File: config.mk
export PLATFORM = sky130hd
export DESIGN_NAME = fir_decimator_fifo
export DESIGN_NICKNAME = d
export VERILOG_FILES = /design/src/rtl/fir_decimator_fifo.sv
export SDC_FILE = /design/constraint.sdc
export NUM_CORES = 1
export LEC_CHECK = 0
export CORE_MARGIN = 2
export CORE_UTILIZATION = 51
export CTS_BUF_LIST = sky130_fd_sc_hd__clkbuf_2
export DETAILED_ROUTE_END_ITERATION = 8
export HOLD_SLACK_MARGIN = 0.15
export PLACE_DENSITY_LB_ADDON = 0.08
export SYNTH_ARGS = -nofsm -noshare
export SYNTH_HDL_FRONTEND = slang
export SYNTH_SLANG_ARGS = --single-unit
export TNS_END_PERCENT = 10
File: constraint.sdc
create_clock -name clk -period 2.2 [get_ports clk]
set_clock_uncertainty 0.1 [all_clocks]
set_input_delay 0.44 -clock clk [delete_from_list [all_inputs] [get_ports clk]]
set_output_delay 0.44 -clock clk [all_outputs]
set_load 0.03 [all_outputs]
File: src/rtl/fir_decimator_fifo.sv
// rtl/fir_decimator_fifo.sv - FIR output warm-up discard, decimation and FWFT output FIFO
// Drops pipeline-fill samples, keeps every DECIM-th sample, buffers it with a sticky overflow flag.
module fir_decimator_fifo #(
   parameter int N      = 8,
   parameter int WARMUP = 5,
   parameter int DECIM  = 4,
   parameter int DEPTH  = 4
) (
   input  logic                       clk,
   input  logic                       reset,
   input  logic                       en,
   input  logic [N-1:0]               data_in,
   output logic [N-1:0]               out_data,
   output logic                       out_valid,
   input  logic                       out_ready,
   output logic [$clog2(DEPTH+1)-1:0] fifo_count,
   output logic                       overflow,
   input  logic                       clear_ovf
);

   localparam int WW = $clog2(WARMUP + 2);
   localparam int PW = $clog2(DECIM + 1);
   localparam int AW = $clog2(DEPTH);
   localparam int CW = $clog2(DEPTH + 1);
   localparam logic [WW-1:0] WARMUP_C   = WW'(WARMUP);
   localparam logic [PW-1:0] DECIM_LAST = PW'(DECIM - 1);
   localparam logic [CW-1:0] DEPTH_C    = CW'(DEPTH);

   logic [WW-1:0] warm_cnt;
   logic [PW-1:0] phase;
   logic [AW-1:0] rd_ptr;
   logic [AW-1:0] wr_ptr;
   logic [N-1:0]  storage [DEPTH];

   logic warm_done;
   logic keep;
   logic full;
   logic pop;
   logic push;
   logic drop;

   assign warm_done = (warm_cnt == WARMUP_C);
   assign keep      = en && warm_done && (phase == '0);
   assign full      = (fifo_count == DEPTH_C);
   assign out_valid = (fifo_count != '0);
   assign pop       = out_valid && out_ready;
   // A full FIFO still accepts a kept sample when the head leaves on the same edge.
   assign push      = keep && (!full || pop);
   assign drop      = keep && full && !pop;
   assign out_data  = storage[rd_ptr];

   always_ff @(posedge clk or negedge reset) begin
      if (!reset) begin
         warm_cnt <= '0;
         phase    <= '0;
      end else if (en) begin
         if (!warm_done) begin
            warm_cnt <= warm_cnt + WW'(1);
         end else if (phase == DECIM_LAST) begin
            phase <= '0;
         end else begin
            phase <= phase + PW'(1);
         end
      end
   end

   always_ff @(posedge clk or negedge reset) begin
      if (!reset) begin
         rd_ptr     <= '0;
         wr_ptr     <= '0;
         fifo_count <= '0;
         for (int i = 0; i < DEPTH; i++) begin
            storage[i] <= '0;
         end
      end else begin
         if (push) begin
            storage[wr_ptr] <= data_in;
            wr_ptr          <= wr_ptr + AW'(1);
         end
         if (pop) begin
            rd_ptr <= rd_ptr + AW'(1);
         end
         case ({push, pop})
            2'b10:   fifo_count <= fifo_count + CW'(1);
            2'b01:   fifo_count <= fifo_count - CW'(1);
            default: fifo_count <= fifo_count;
         endcase
      end
   end

   // A drop on the same edge as clear_ovf leaves the flag set.
   always_ff @(posedge clk or negedge reset) begin
      if (!reset) begin
         overflow <= 1'b0;
      end else if (drop) begin
         overflow <= 1'b1;
      end else if (clear_ovf) begin
         overflow <= 1'b0;
      end
   end

endmodule

==> summary.txt, run 1 <==
Drt
  • Vias: 1,277
  • 1st-pass router iterations: 4
  • DRC viols: 0
  • Antenna Nets Post-Route: 0
  • Wirelength per Cell: 17.2 um
  • Via-to-Cell Ratio: 5.37
  • Iteration-0 DRC Markers: 47
  • Routed WL: 4080 um

Cells and area
  • Most common library cell in the layout ignoring fill and taps: dfrtp_1
  • Most frequent cells in the layout: dfrtp_1, mux2_2, clkdlybuf4s50_1
  • Area Overhead vs Synth: 21.5%
  • Layout cell share with drive strength beyond 1: about 45%
  • Antenna cells: 0
  • Util after Layout: 65.6%
  • Final Net Count: 211
  • Final instance area: 2660 um^2

Logic synthesis
  • Synthesized area: 2190 um^2
  • Register bit total from synthesis: 46
  • Fraction of registers with async set/reset: 100%
  • Post-synth EDFFs: 0
  • Syn_area_per_cell: between 15 and 20 um^2
  • Synth unique cells: 29
  • Main synth FF type: dfrtp_1
  • Post-Synthesis Cells: 146
  • Sequential-to-total area share from yosys stat: 52.5%
  • Mapped Nets: 169
  • Yosys warns: 0

Timing
  • Final hold slack: 274 ps
  • Maximum clock rate: 0.449 GHz
  • Period Utilization, post-route: 101%
  • Final Hold Vio Count: 0
  • Max_slew headroom: 73.2%
  • RSZ-0062 raised after global routing: true
  • Setup ws final: -26.0 ps
  • Least-Margin Pin Slew: 399 ps
  • Finish-stage setup viols: 6
  • Post-layout min period: about 2200 ps
  • Pins over their slew limit: 0

Job
  • Max-Cap Viols: 0

Setup path
  • Worst-path cell chain: buf_6, mux4_2, buf_2
  • Critical path required time: 1660 ps
  • R2R Path End: fifo_count[2]
  • Setup crit start: rd_ptr[0]
  • CP max stage cell: mux4_2
  • Worst setup SP type: register
  • R2R depth: 8
  • Reg2reg setup slack: 10 ps
  • Critical Path Sink Type: primary output
  • Slowest stage delay, CP: 490 ps
  • Setup crit end: out_data[6]
  • Worst Path Arrival: around 1700 ps
  • CP Max Fanout: 5
  • RR Startpoint: fifo_count[1]
  • Crit path kind: register to primary output

Place
  • # port buffers: 25
  • GPL Wtd Cong: ~0.71
  • Post-detail-place hpwl: 2980 um
  • Placed cell area: 2590 um^2

GRT
  • Maximum number of pins on one net before global-route repair: 20
  • Initial antenna violation count: 0
  • Overall Global Routing Usage: about a fifth
  • Vias in the first global route: about 1,500
  • Gr ovfl total: 0
  • First-pass GRT wire length: 7170 um

Pwr
  • Maximum vdd drop: 0.559 mV
  • Leakage power: 1.27 nW
  • Pwr dens: 1240 nW/um^2

Floorplanning
  • Initial core utilization: 54.0%
  • Io pins: 26
  • Die H: 69.5 um
  • Std-Cell Rows: 23
  • Die width: 69.5 um
  • Core Region: 4060 um^2
  • Die area: between 4000 and 5000 um^2

CTS
  • CTS H-tree lvls: 2
  • Num CTS Buffers: 5
  • Clock sink count: 46
  • CTS tree: yes
  • CTS root buffer: clkbuf_2
  • CTS Buffer Depth: 2
  • Worst-path clk slew: 230 ps
  • Clock insertion delay at the later pin of the skew report: 400 ps

Hold path
  • Hold crit path type: input pin to asynchronous set/reset pin

Status
  • Status: finished with violations
  • Failing checks: negative setup slack
==> how the worst min path moves through the flow <==
stage,slack (ps),startpoint,end,depth (start not counted)
global placement,210,reset,storage[31],1
detailed placement,220,reset,storage[31],1
CTS,260,reset,storage[13],2
finish,270,reset,storage[17],2
floorplan,40,reset,fifo_count[0],0
global route,270,reset,storage[17],2
==> Yosys cell counts, drive strengths merged (3+ instances only) <==
cell	count	area, um^2
ha	9	113
buf	5	32.5
xor2	4	35.0
dfrtp	46	1150
nand3	3	20.0
inv	9	33.8
xnor2	3	26.3
nand4	4	85.1
nand2	4	15.0
mux4	8	180
o21ai	3	15.0
mux2	33	372
==> report_power, final <==
part	internal (mW)	switching (mW)	leakage, nW	total (mW)
clock network	0.0690	0.268	0.0286	0.337
logic	0.819	0.778	0.643	1.60
registers	1.15	0.213	0.600	1.36
total	2.04	1.26	1.27	3.30
==> state kept, by name (all words and copies together) (netlist names) <==
name and cells:
overflow 1, warm_cnt 3, phase 3, wr_ptr 2, fifo_count 3, storage 32, rd_ptr 2
==> per-layer routing <==
| layer | global-route usage, % | share of wire (%) | up-vias |
|---|---|---|---|
| met4 | 6.54 | 1.6 | 0 |
| met5 | 0 | 0 | - |
| met1 | 22.9 | 42 | 646 |
| met2 | 34.8 | 53 | 18 |
| li1 | - | - | 606 |
| met3 | 3.78 | 2.7 | 7 |
==> logic make-up (layout without fill, tap and decap cells) <==
family,count (synthesis),count (layout),share of synthesized area [%]
adders and majority gates,10,10,6.05
and+or+nand+nor,18,18,7.42
buffers and inverters,14,56,3.03
muxes,42,42,25.6
xor gates and xnor gates,7,7,2.80
AOI/OAI and AO/OA,9,9,2.51
DFF,46,46,52.5
==> stage by stage <==
step	power (mW)	TNS (ps)	setup WS, ps	std cells
after floorplan	2.41	-142	-122	146
final	3.30	-109	-26.0	238
after global routing	3.53	-897	-116	238
after global placement	2.86	-8240	-429	229
after detailed placement	2.97	-9030	-498	229
after CTS	3.24	-198	-45.5	237
==> worst max-delay path, delay by kind of cell (launching register included) <==
kind     cells  cell delay, ps
mux          1             490
flops        1             440
buf+inv      2             350
==> layout make-up <==
| cell class | instances | area, um^2 |
|---|---|---|
| Inverter | 9 | 33.8 |
| Multi-Input combinational cell | 86 | 1000 |
| Fill cell | 312 | 1400 |
| Clock inverter | 2 | 10.0 |
| Sequential cell | 46 | 1160 |
| Timing Repair Buffer | 40 | 372 |
| Clock buffer | 5 | 25.0 |
| Tap cell | 50 | 62.6 |
==> what timing repair did <==
item,in CTS,in global routing
gates resized for setup,48,18
hold buffers,1,0
setup endpoints to repair,10,13
endpoints found under the hold margin,46,0
buffers inserted,0,1
pin swaps,2,0
gates cloned,0,0
Power figures use the tool's default switching activity.
==> run 2: changes to the inputs <==
Settings changed: SETUP_SLACK_MARGIN set to 0.5.
==> summary.txt, run 2 (synthesis gave the netlist of run 1 again) <==
Status
  • Status: complete, no violations

Drt
  • Wirelength per Cell: roughly 17 um
  • DRC viols: 0
  • 1st-pass router iterations: 4
  • Iteration-0 DRC Markers: 47
  • Vias: 1,283
  • Routed WL: about 4000 um
  • Via-to-Cell Ratio: 5.39
  • Antenna Nets Post-Route: 0

Setup path
  • Slowest stage delay, CP: 510 ps
  • Worst Path Arrival: approximately 1600 ps
  • Crit path kind: register to primary output
  • Critical Path Sink Type: primary output
  • CP max stage cell: mux4_2
  • CP Max Fanout: 5
  • Critical path required time: 1660 ps
  • CP most frequent cell: buf_6
  • CP bufs+invs: 2
  • Worst setup SP type: register
  • Cell family with the largest share of critical-path delay: multiplexers
  • Worst-path cell chain: buf_6, mux4_2, buf_6

GRT
  • First-pass GRT wire length: 7330 um
  • Overall Global Routing Usage: approximately 20%
  • Initial antenna violation count: 0
  • Vias in the first global route: around 1,500
  • Gr ovfl total: 0
  • Maximum number of pins on one net before global-route repair: 27

Cells and area
  • Largest register FFs: 32
  • Reg area: 1160 um^2
  • Multi-input logic area: 1020 um^2
  • Most common library cell in the layout ignoring fill and taps: dfrtp_1
  • Util after Layout: 67.2%
  • Reg with most FFs: storage
  • Layout cell share with drive strength beyond 1: 47.9%
  • Area Overhead vs Synth: 24.4%
  • Antenna cells: 0
  • Final Net Count: 210
  • Most frequent cells in the layout: dfrtp_1, mux2_2, buf_6
  • Final instance area: 2730 um^2
  • Fillers: 287

Hold path
  • Hold crit path type: input pin to asynchronous set/reset pin

CTS
  • CTS H-tree lvls: 2
  • CTS root buffer: clkbuf_2
  • Num CTS Buffers: 5
  • CTS tree: yes
  • CTS Buffer Depth: 2
  • Worst-path clk slew: 220 ps
  • Clock insertion delay at the later pin of the skew report: roughly 400 ps
  • Clock sink count: 46

Timing
  • Final Hold Vio Count: 0
  • Least-Margin Pin Slew: 504 ps
  • Finish-stage setup viols: 0
  • Period Utilization, post-route: 99.3%
  • RSZ-0062 raised after global routing: true
  • Max_slew headroom: ~66%
  • Pins over their slew limit: 0
  • Post-layout min period: 2180 ps
  • Maximum clock rate: 0.458 GHz
  • Setup ws final: around 16 ps

Floorplanning
  • Initial core utilization: 54.0%
  • Die area: 4840 um^2
  • Std-Cell Rows: 23
  • Io pins: 26
  • Die H: 69.5 um
  • Core Region: ~4000 um^2
  • Die width: 69.5 um

Place
  • # port buffers: 25
  • GPL Wtd Cong: 0.691
  • Placed cell area: about 2600 um^2
  • Post-detail-place hpwl: 2900 um
  • Pre-CTS WS: -481 ps

Pwr
  • Maximum vdd drop: 0.695 mV
  • Leakage power: ~1.3 nW
  • Pwr dens: 1290 nW/um^2

Job
  • Max-Cap Viols: 0
==> run 2: final cells by class <==
class | instances | area share (%)
Sequential cell | 46 | 42.4
Clock inverter | 1 | 1.10
Clock buffer | 7 | 1.29
Tap cell | 50 | 2.30
Inverter | 9 | 1.24
Multi-Input combinational cell | 86 | 37.3
Timing Repair Buffer | 39 | 14.4
==> run 2: final timing paths <==
path / startpoint / end / slack [ps] / depth (start not counted)
min in group clk: warm_cnt[2] / warm_cnt[2] / 420 / 1
worst max-delay path: rd_ptr[0] / out_data[2] / 20 / 3
worst min-delay path: reset / phase[2] / 400 / 2
max in group asynchronous: reset / storage[31] / 1090 / 3
worst min register to register: warm_cnt[2] / warm_cnt[2] / 420 / 1
worst max register to register: fifo_count[1] / fifo_count[2] / 20 / 8
==> run 2: through the flow <==
stage	hold WS (ps)	total power, mW	cells	setup TNS (ps)
floorplan	44.4	2.42	146	-114
detailed placement	338	2.98	228	-8950
global placement	318	2.88	228	-8000
CTS	395	3.54	237	-0.283
global route	381	3.77	238	-624
finish	403	3.52	238	0
==> run 2: repair_timing <==
action | in CTS | in global routing
endpoints found under the setup margin | 48 | 48
resized for setup | 97 | 3
hold endpoints to repair | 20 | 0
pin swaps | 9 | 4
hold buffers | 1 | 0
setup buffers | 0 | 1
==> run 2: report_power, final <==
group / switching, mW / internal (mW)
registers: 0.215 / 1.15
clock network: 0.258 / 0.202
logic: 0.802 / 0.889
total: 1.28 / 2.24
==> run 2: layer usage <==
layer	vias to the layer above	share of wire [%]	track usage [%]	routed length, um
li1	607	-	-	-
met1	656	43	24.4	1700
met2	18	54	33.8	2160
met3	2	2.7	5.09	108
met4	0	0.53	5.23	21
met5	-	0	0	0
==> run 3: changes to the inputs <==
Settings changed: CTS_BUF_LIST sky130_fd_sc_hd__clkbuf_2 to sky130_fd_sc_hd__clkbuf_8, CTS_CLUSTER_SIZE set to 14, SETUP_SLACK_MARGIN 0.5 to unset.
==> summary.txt, run 3 (synthesis gave the netlist of run 1 again) <==
GRT
  • Vias in the first global route: 1,479
  • Initial antenna violation count: 0
  • Overall Global Routing Usage: around a fifth
  • Maximum number of pins on one net before global-route repair: 20
  • Gr ovfl total: 0
  • First-pass GRT wire length: a little over 7000 um

Timing
  • Finish-stage setup viols: 0
  • Max_slew headroom: 73.1%
  • RSZ-0062 raised after global routing: true
  • Maximum clock rate: 0.460 GHz
  • Pins over their slew limit: 0
  • Least-Margin Pin Slew: 400 ps
  • Period Utilization, post-route: between 90% and 100%
  • Final Hold Vio Count: 0
  • Final hold slack: roughly 400 ps
  • Post-Route Setup TNS: 0 ps
  • Post-layout min period: 2170 ps

Setup path
  • Critical Path Sink Type: register
  • Crit path kind: register to register
  • Reg2reg setup slack: 30 ps
  • CP Max Fanout: 2
  • Critical path required time: around 2300 ps
  • Slowest stage delay, CP: 560 ps
  • CP max stage cell: or4b_4
  • RR Startpoint: fifo_count[0]
  • Worst Path Arrival: 2290 ps
  • Worst setup SP type: register
  • R2R Path End: fifo_count[2]
  • CP most frequent cell: xor2_1
  • R2R depth: 8
  • Worst-path cell chain: or4b_4, nand3_4, ha_4, inv_1, fa_2, xor2_1, nor2_1, xor2_1

CTS
  • CTS Buffer Depth: 2
  • Worst-path clk slew: 80 ps
  • CTS root buffer: clkbuf_8
  • Clock insertion delay at the later pin of the skew report: approximately 290 ps
  • Clock sink count: 46
  • Num CTS Buffers: 5
  • CTS tree: yes
  • CTS H-tree lvls: 2

Hold path
  • Hold Path Depth: 1
  • Hold Startpoint: storage[4]
  • Worst Hold End: storage[4]
  • Hold crit path type: register to register

Cells and area
  • Reg area: 1160 um^2
  • Fillers: 306
  • Antenna cells: 0
  • Reg with most FFs: storage
  • Final non-filler cell total: 238
  • Most frequent cells in the layout: dfrtp_1, mux2_2, clkdlybuf4s50_1, buf_4, inv_1
  • Final Net Count: 211
  • Most common library cell in the layout ignoring fill and taps: dfrtp_1
  • Layout cell share with drive strength beyond 1: 43.1%
  • Largest register FFs: 32
  • Util after Layout: 66.4%
  • Area Overhead vs Synth: 22.9%
  • Multi-input logic area: 1000 um^2

Floorplanning
  • Die H: 69.5 um
  • Initial core utilization: 54.0%
  • Std-Cell Rows: 23
  • Core Region: 4060 um^2
  • Io pins: 26
  • Die width: 69.5 um
  • Die area: 4840 um^2

Drt
  • Wirelength per Cell: 17.0 um
  • Antenna Nets Post-Route: 0
  • Iteration-0 DRC Markers: 52
  • Vias: between 1,000 and 1,500
  • Via-to-Cell Ratio: 5.36
  • 1st-pass router iterations: 4
  • Routed WL: 4050 um
  • DRC viols: 0

Pwr
  • Total chip power: 3.39 mW
  • Maximum vdd drop: 0.636 mV
  • Leakage power: 1.25 nW
  • Pwr dens: about 1300 nW/um^2

Job
  • Max-Cap Viols: 0

Place
  • # port buffers: 25
  • GPL Wtd Cong: just over 0.7
  • Placed insts: approximately 230
  • Post-detail-place hpwl: 2980 um

Status
  • Status: complete, no violations
run 3: report_power, final:
part | switching (mW) | internal, mW
clock network | 0.274 | 0.214
logic | 0.763 | 0.772
registers | 0.211 | 1.15
run 3: worst max-delay path: cells and delay by family (launching register included):
| family | cells | cell delay (ps) |
|---|---|---|
| XOR/XNOR | 2 | 300 |
| buffers and inverters | 1 | 50 |
| AND/OR/NAND/NOR | 3 | 790 |
| adder cells (fa/ha/maj) | 2 | 460 |
| flip-flops | 1 | 410 |
run 3: worst max-delay path by stage:
stage                  start            end  slack (ps)  depth (start not counted)
3_5_place_dp       out_ready  fifo_count[2]        -500                          9
3_3_place_gp       out_ready  fifo_count[2]        -430                          9
4_1_cts            rd_ptr[0]    out_data[2]           9                          3
6_report       fifo_count[0]  fifo_count[2]          30                          8
5_1_grt            rd_ptr[0]    out_data[5]         -50                          3
2_1_floorplan  fifo_count[0]  fifo_count[2]        -120                          9
run 3: per-layer routing:
| layer | wire length, um | track usage (%) |
|---|---|---|
| met5 | 0 | 0 |
| met4 | 58 | 7.19 |
| met3 | 170 | 3.78 |
| met2 | 2150 | 34.8 |
| met1 | 1670 | 22.9 |
run 3: timing repair:
item / CTS / global route
setup endpoints to repair: 11 / 8
pin swaps: 3 / 3
gates resized for setup: 28 / 2
buffers inserted: 0 / 1
endpoints found under the hold margin: 9 / 0
hold buffers: 1 / 0
run 3: area by class of cell:
| type | instances | share of cell area (%) |
|---|---|---|
| clock inverter | 2 | 0.372 |
| clock buffer | 5 | 2.56 |
| timing repair buffer | 40 | 13.4 |
| multi-input combinational | 86 | 37.1 |
| sequential | 46 | 42.9 |
| inverter | 9 | 1.25 |
| tap | 50 | 2.32 |
run 3: metrics by stage:
step	cell area [um^2]	setup WS, ps
2_1_floorplan	2220	-122
3_3_place_gp	2590	-429
3_5_place_dp	2590	-498
4_1_cts	2690	8.88
5_1_grt	2690	-51.4
6_report	2690	26.5
